<file path="src/rtl/sub_div_ctrl.sv">
// rtl/sub_div_ctrl.sv - multi-cycle restoring divider, one quotient bit per clock
module sub_div_ctrl #(
    parameter int n = 4
) (
    input  logic         clk,
    input  logic         rst,
    input  logic         start,
    input  logic [n-1:0] dividend,
    input  logic [n-1:0] divisor,
    output logic         busy,
    output logic         done,
    output logic [n-1:0] quotient,
    output logic [n-1:0] remainder,
    output logic         div0
);
    localparam int cw = $clog2(n);

    typedef enum logic [1:0] {
        s_idle,
        s_calc,
        s_done
    } state_t;

    state_t        state;
    logic [n-1:0]  acc;     // dividend bits leave at the MSB, quotient bits enter at the LSB
    logic [n-1:0]  dvsr;
    logic [n:0]    prem;
    logic [cw-1:0] cnt;

    logic [n:0]    shifted;
    logic [n+1:0]  sub;
    logic          borrow;
    logic          qbit;
    logic [n:0]    next_prem;
    logic          unused_prem_msb;

    // The one shared subtractor; the extra top bit is the borrow-out.
    assign shifted   = {prem[n-1:0], acc[n-1]};
    assign sub       = {1'b0, shifted} - {2'b00, dvsr};
    assign borrow    = sub[n+1];
    assign qbit      = ~borrow;
    assign next_prem = borrow ? shifted : sub[n:0];

    // A restoring remainder stays below the divisor, so its top bit is always zero.
    assign unused_prem_msb = prem[n] ^ next_prem[n];

    always_ff @(posedge clk) begin
        if (rst) begin
            state     <= s_idle;
            busy      <= 1'b0;
            done      <= 1'b0;
            quotient  <= '0;
            remainder <= '0;
            div0      <= 1'b0;
            cnt       <= '0;
            prem      <= '0;
            acc       <= '0;
            dvsr      <= '0;
        end else begin
            case (state)
                s_idle: begin
                    if (start) begin
                        if (divisor != '0) begin
                            acc   <= dividend;
                            dvsr  <= divisor;
                            prem  <= '0;
                            cnt   <= '0;
                            busy  <= 1'b1;
                            state <= s_calc;
                        end else begin
                            quotient  <= '1;
                            remainder <= dividend;
                            div0      <= 1'b1;
                            done      <= 1'b1;
                            state     <= s_done;
                        end
                    end
                end
                s_calc: begin
                    prem <= next_prem;
                    acc  <= {acc[n-2:0], qbit};
                    if (cnt == cw'(n - 1)) begin
                        quotient  <= {acc[n-2:0], qbit};
                        remainder <= next_prem[n-1:0];
                        div0      <= 1'b0;
                        busy      <= 1'b0;
                        done      <= 1'b1;
                        state     <= s_done;
                    end else begin
                        cnt <= cnt + 1'b1;
                    end
                end
                s_done: begin
                    done  <= 1'b0;
                    state <= s_idle;
                end
                default: begin
                    busy  <= 1'b0;
                    done  <= 1'b0;
                    state <= s_idle;
                end
            endcase
        end
    end
endmodule
</file>
<file path="config.mk">
export PLATFORM = sky130hd
export DESIGN_NAME = sub_div_ctrl
export DESIGN_NICKNAME = d
export VERILOG_FILES = /design/src/rtl/sub_div_ctrl.sv
export SDC_FILE = /design/constraint.sdc
export NUM_CORES = 1
export LEC_CHECK = 0
export CAP_MARGIN = 20
export CORE_MARGIN = 8
export CORE_UTILIZATION = 45
export DETAILED_ROUTE_END_ITERATION = 8
export PLACE_DENSITY_LB_ADDON = 0.1
export REMOVE_ABC_BUFFERS = 1
export SLEW_MARGIN = 5
export SYNTH_ARGS = -nofsm -noshare
export SYNTH_HDL_FRONTEND = slang
export SYNTH_SLANG_ARGS = --single-unit
export TNS_END_PERCENT = 10
</file>
<file path="constraint.sdc">
create_clock -name clk -period 1.75 [get_ports clk]
set_input_delay 0.2625 -clock clk [delete_from_list [all_inputs] [get_ports clk]]
set_output_delay 0.2625 -clock clk [all_outputs]
set_load 0.01 [all_outputs]
</file>
==> results of run 1 <==
layer usage:
layer / track usage / part of all wire / vias up
met1: 0.117 / 0.46 / 505
met5: 0 / 0 / -
met3: 0.0286 / 0.040 / 2
met4: 0.0410 / 0.0078 / 0
li1: - / - / 561
met2: 0.184 / 0.49 / 12
what timing repair did:
item / in CTS / in global routing
buffers inserted: 0 / 2
resized for setup: 3 / 17
pin swaps: 0 / 5
setup endpoints to repair: 1 / 10
registers in the layout, summed over array words and instances (netlist names):
signal and flops:
state 2, cnt 2, done 1, busy 1, remainder 4, acc 4, quotient 4, div0 1
prem 4, dvsr 4
cell families (layout without fill, tap and decap cells):
| kind of cell | count (synthesis) | count (layout) |
|---|---|---|
| and+or+nand+nor | 56 | 56 |
| muxes | 8 | 8 |
| xor gates and xnor gates | 1 | 1 |
| buffers and inverters | 12 | 42 |
| DFF | 27 | 27 |
| AOI/OAI and AO/OA | 32 | 32 |
| adders and majority gates | 6 | 6 |
Yosys cell counts:
cell type and n:
nor3b_1 1, or2_2 1, a32oi_1 1, ha_1 5, nor3b_4 1, buf_6 2
fa_1 1, o22ai_1 1, xnor2_1 1, buf_2 1, or2b_1 1, a21oi_1 8
o21ai_0 5, dfxtp_1 27, o31ai_1 1, a221oi_1 1, nand2_1 13, o21a_2 1
o2111ai_1 1, a211oi_1 4, clkbuf_1 3, and2b_1 2, o211ai_1 2, or4b_1 1
o31a_1 1, nor4_4 1, nor2_1 25, o21a_1 1, a31oi_1 1, nand2b_1 1
mux2i_1 8, nor2_2 1, a311oi_1 4, inv_1 5, nor3_1 5, buf_1 1
nor2b_1 3
path summary, 6_finish.rpt:
kind	startpoint	end	slack [ns]	cells past startpoint
min	prem[3]	prem[3]	0.48	2
max	dvsr[1]	prem[2]	0.07	8
min reg2reg	prem[3]	prem[3]	0.48	2
max reg2reg	dvsr[1]	prem[2]	0.07	8
worst register-to-register path, cell delays in order (launching register included):
cell      delay [ns]
dfxtp_2         0.36
inv_2           0.05
ha_4            0.20
nor2b_4         0.13
o31ai_2         0.28
nand2_2         0.13
o211ai_1        0.25
buf_4           0.15
a21oi_1         0.05
power groups by stage:
stage / registers, uW / clock network, uW / logic (uW)
after floorplan: 709 / 0 / 192
after global placement: 706 / 0 / 336
after detailed placement: 706 / 0 / 339
after CTS: 694 / 292 / 351
after global routing: 705 / 307 / 430
final: 698 / 277 / 389
per-stage QoR:
stage | instance area [um^2] | TNS [ns]
after floorplan | 1230 | 0
after global placement | 1560 | -1.07
after detailed placement | 1560 | -2.00
after CTS | 1600 | -0.00898
after global routing | 1670 | -0.0274
final | 1670 | 0
area by class of cell:
| cell class | instances | area (um^2) |
|---|---|---|
| Clock buffer | 3 | 22.5 |
| Clock inverter | 1 | 7.51 |
| Fill cell | 253 | 1060 |
| Inverter | 5 | 18.8 |
| Multi-Input combinational cell | 103 | 737 |
| Sequential cell | 27 | 546 |
| Tap cell | 31 | 38.8 |
| Timing Repair Buffer | 33 | 300 |
==> run summary, run 1 <==
Yosys top cell by area: dfxtp_1
simple-gate share of the synthesized area: 0.224
Max-Cap Viols: 0
clock skew: 0.00716 ns
Slew Limit Fails: 0
leakage power: 0.000632 uW
Distinct cells, synth: 37
CP top delay family: compound AO/OA/AOI/OAI gates
worst endpoint data arrival time: 1.90 ns
cts bufs inserted: 3
power share of the combinational group: 0.285
Hold Buf Count CTS: 0
CTS tree: done
Clock power frac: 0.203
final non-filler cell total: 203
worst skew pair latency: 0.33 ns
crit path buf inv count: 2
total power: 1360 uW
XOR/XNOR share of the synthesized area: 0.00687
outcome: completed
# port buffers: 21
Overflow after GRT: 0
period utilization: 0.958
vias post-DR: 1080
share of layout cells above drive strength 1: 0.215
die area: 4790 um^2
slowest cell delay on critical path: 0.36 ns
Internal: 955 uW
CP Launch Type: flop
# diodes: 0
power per cell area: 817 nW/um^2
drt drc: 0
Worst Tran Pin Value: 0.368 ns
Layout Utilization: 0.611
DR vias/cell: 5.32
Std-Cell Rows: 19
final hold slack: 0.485 ns
H-tree Lvls: 1
die span in y: 69.2 um
Switching Share: 0.300
Final Worst Setup Slack: 0.0743 ns
starting density of the core: 0.466
crit path cell chain: inv_2 -> ha_4 -> nor2b_4 -> o31ai_2 -> nand2_2 -> o211ai_1 -> buf_4 -> a21oi_1
Clock Sinks: 27
Synth Instances: 142
Syn Area/Cell: 8.98 um^2
Slew headroom: 0.754
Hold Vio Cnt, Final: 0
Synth Area in Adders: 0.0648
complex-gate fraction of the synthesized area: 0.170
pre-CTS setup slack: -0.141 ns
Setup violations, final: 0
CTS Buffer Depth: 2
commonest cells after routing, fill and taps aside: 25 x nor2_1, 23 x dfxtp_1, 21 x clkdlybuf4s50_1
Worst Path Required: 1.98 ns
maximum clock rate: 0.597 GHz
WL final: 2.70 mm
DRT iter0 DRCs: 30
maximum vdd drop: 596 uV
wire per inst: 13.3 um
Post-Syn Area: 1270 um^2
Psw: 410 uW
HP Class: flop to flop
Final #Nets: 190
crit path max fanout: 4
Die W: 69.2 um
Final Wtd Congestion: 0.757
Reg power frac: 0.511
Synth area leaders: dfxtp_1 42%, nor2_1 7.4%, mux2i_1 6.3%
Placed Cells: 197
CTS root buffer: clkbuf_4
Critical Path End Type: flop
post-synthesis mux area share: 0.0628
share of the synthesized area in the top cell type: 0.424
first-pass GRT wire length: 4.42 mm
1st-pass router iterations: 4
commonest non-fill, non-tap cell in the layout: nor2_1
min Tclk post-route: 1.68 ns
slowest stage cell, crit path: dfxtp_2
Crit Path Category: flop to flop
antenna-violating nets left: 0
Synth Register Bits: 27
Seq/Total Area, Yosys: 0.424
Core Box Area: 2730 um^2
main combinational cell family by area after synthesis: simple AND/OR/NAND/NOR gates
Ports: 22
clock-pin slew on the worst setup and hold paths: 0.15 ns
vias in the first global route: 1065
Syn. warnings: 0
largest net degree at the start of global routing: 28
initial antenna violation count: 0
total track usage: 0.105
Layout area overhead: 31.0%
Detailed Place HPWL: 2.00 mm
unrepaired setup endpoints after global routing: yes
Power figures use the tool's default switching activity.
==> inputs of run 2 (changes only) <==
--- a/config.mk
+++ b/config.mk
@@ -11,2 +11,3 @@
 export DETAILED_ROUTE_END_ITERATION = 8
+export DONT_BUFFER_PORTS = 1
 export PLACE_DENSITY_LB_ADDON = 0.1
==> constraint.sdc (replaced) <==
create_clock -name clk -period 1.75 [get_ports clk]
set_input_delay 0.35 -clock clk [delete_from_list [all_inputs] [get_ports clk]]
set_output_delay 0.35 -clock clk [all_outputs]
set_load 0.01 [all_outputs]
==> run 2 against run 1 <==
  * Critical path depth is 2 lower
  * Register-to-register slack hardly changed
  * Maximum frequency is 0.14% lower
  * Utilization is 7.6 points lower
  * Sequential cell count stayed put
  * First-iteration DRC count is 53% higher
  * Largest cell class unchanged
  * Highest routed layer unchanged
==> run summary, run 2 (synthesis gave the netlist of run 1 again) <==
outcome: completed (unchanged)
maximum vdd drop: 524 uV (was 596 uV)
commonest cells after routing, fill and taps aside: 25 x nor2_1, 24 x dfxtp_1, 12 x nand2_1 (was 25 x nor2_1, 23 x dfxtp_1, 21 x clkdlybuf4s50_1)
Worst Reg2Reg Path Length in Cells: 6 (was 8)
largest net degree at the start of global routing: 28 (unchanged)
pre-CTS setup slack: -0.0173 ns (was -0.141 ns)
CTS tree: done (unchanged)
Std-Cell Rows: 19 (unchanged)
sequential cell area: 544 um^2 (was 546 um^2)
Clock power frac: 0.204 (was 0.203)
Worst Tran Pin Value: 0.439 ns (was 0.368 ns)
clock skew: 0.00730 ns (was 0.00716 ns)
crit path launch: prem[0] (was dvsr[1])
wire per inst: 14.6 um (was 13.3 um)
worst endpoint data arrival time: 1.90 ns (about the same)
Final Worst Setup Slack: 0.0719 ns (was 0.0743 ns)
Die W: 69.2 um (unchanged)
antenna-violating nets left: 0 (unchanged)
cts bufs inserted: 3 (unchanged)
HP Class: primary input to flop (was flop to flop)
initial antenna violation count: 0 (unchanged)
Layout area overhead: 14.7% (was 31.0%)
FF-to-FF Start: prem[0] (was dvsr[1])
multi-input logic area: 786 um^2 (was 737 um^2)
total power: 1310 uW (was 1360 uW)
Fill cells: 264 (was 253)
Max-Cap Viols: 0 (unchanged)
CTS Buffer Depth: 2 (unchanged)
Final #Nets: 163 (was 190)
vias post-DR: 987 (was 1080)
Switching Share: 0.303 (was 0.300)
total track usage: 0.102 (was 0.105)
Detailed Place HPWL: 1.88 mm (was 2.00 mm)
first-pass GRT wire length: 4.27 mm (was 4.42 mm)
worst skew pair latency: 0.32 ns (was 0.33 ns)
1st-pass router iterations: 4 (unchanged)
hold path start: rst (was prem[3])
Reg power frac: 0.540 (was 0.511)
vias in the first global route: 961 (was 1065)
Psw: 397 uW (was 410 uW)
share of layout cells above drive strength 1: 0.234 (was 0.215)
Hold Buf Count CTS: 0 (unchanged)
Worst Setup EP: remainder[3] (was prem[2])
crit path max fanout: 3 (was 4)
FF-to-FF End: remainder[3] (was prem[2])
DR vias/cell: 5.61 (was 5.32)
period utilization: 0.959 (was 0.958)
starting density of the core: 0.466 (unchanged)
Clock Sinks: 27 (unchanged)
Setup violations, final: 0 (unchanged)
drt drc: 0 (unchanged)
power share of the combinational group: 0.256 (was 0.285)
Hold Vio Cnt, Final: 0 (unchanged)
commonest non-fill, non-tap cell in the layout: nor2_1 (unchanged)
# diodes: 0 (unchanged)
die span in y: 69.2 um (unchanged)
Final Wtd Congestion: 0.887 (was 0.757)
power per cell area: 896 nW/um^2 (was 817 nW/um^2)
leakage power: 0.000537 uW (was 0.000632 uW)
maximum clock rate: 0.596 GHz (was 0.597 GHz)
Worst Path Required: 1.97 ns (was 1.98 ns)
R2R setup slack: 0.07 ns (about the same)
CTS root buffer: clkbuf_4 (unchanged)
clock-pin slew on the worst setup and hold paths: 0.15 ns (about the same)
Final TNS setup: 0 ns (unchanged)
CP Launch Type: flop (unchanged)
min Tclk post-route: 1.68 ns (about the same)
Ports: 22 (unchanged)
Crit Path Category: flop to flop (unchanged)
die area: 4790 um^2 (unchanged)
DRT iter0 DRCs: 46 (was 30)
Internal: 914 uW (was 955 uW)
Core Box Area: 2730 um^2 (unchanged)
H-tree Lvls: 1 (unchanged)
Overflow after GRT: 0 (unchanged)
Critical Path End Type: flop (unchanged)
WL final: 2.57 mm (was 2.70 mm)
Slew headroom: 0.705 (was 0.754)
# port buffers: 0 (was 21)
Slew Limit Fails: 0 (unchanged)
run 2: worst min path at each step:
| stage | to | slack [ns] | depth (start not counted) |
|---|---|---|---|
| 2_1_floorplan | prem[0] | 0.42 | 1 |
| 3_3_place_gp | prem[1] | 0.42 | 1 |
| 3_5_place_dp | prem[1] | 0.43 | 1 |
| 4_1_cts | prem[1] | 0.06 | 1 |
| 5_1_grt | remainder[3] | 0.04 | 1 |
| 6_report | state[1] | 0.08 | 1 |
run 2: layout make-up:
cell class,count,area share
Inverter,5,0.0128
Clock inverter,1,0.00513
Tap cell,31,0.0265
Timing Repair Buffer,6,0.0308
Multi-Input combinational cell,103,0.537
Clock buffer,3,0.0154
Sequential cell,27,0.372
run 2: per-layer routing:
metal / GRT usage / vias up / wire length [um]
met5: 0 / - / 0
met3: 0.0329 / 2 / 163
met2: 0.180 / 15 / 1230
met4: 0.0342 / 0 / 21
li1: - / 511 / -
met1: 0.112 / 459 / 1150
run 2: power groups by stage:
stage,clock [uW],sequential [uW],combinational [uW]
after floorplan,0,709,192
after global placement,0,717,251
after detailed placement,0,717,254
after CTS,286,704,266
after global routing,315,715,378
final,267,708,336
run 2: repair_timing:
action	CTS	global route
setup buffers	0	2
resized for setup	4	22
endpoints found under the setup margin	2	10
pin swaps	2	7
run 2: metrics by stage:
| step | hold WS [ns] | utilization | instances | instance area [um^2] |
|---|---|---|---|---|
| 6_report | 0.0765 | 0.535 | 176 | 1460 |
| 4_1_cts | 0.0576 | 0.492 | 174 | 1340 |
| 2_1_floorplan | 0.419 | - | 135 | 1230 |
| 3_5_place_dp | 0.427 | 0.476 | 170 | 1300 |
| 3_3_place_gp | 0.424 | 0.476 | 170 | 1300 |
| 5_1_grt | 0.0411 | 0.535 | 176 | 1460 |
run 2: worst max-delay path: stages (launching register included):
cell       delay (ns)
dfxtp_1          0.42
ha_4             0.22
nor2b_4          0.14
o21ai_2          0.12
or4b_4           0.48
o2111ai_4        0.09
a311oi_2         0.12
==> inputs of run 3 (changes only) <==
Settings changed: CTS_CLUSTER_DIAMETER set to 80.
==> results of run 3 <==
No change in the layout: final DEF, timing and power equal those of run 2.
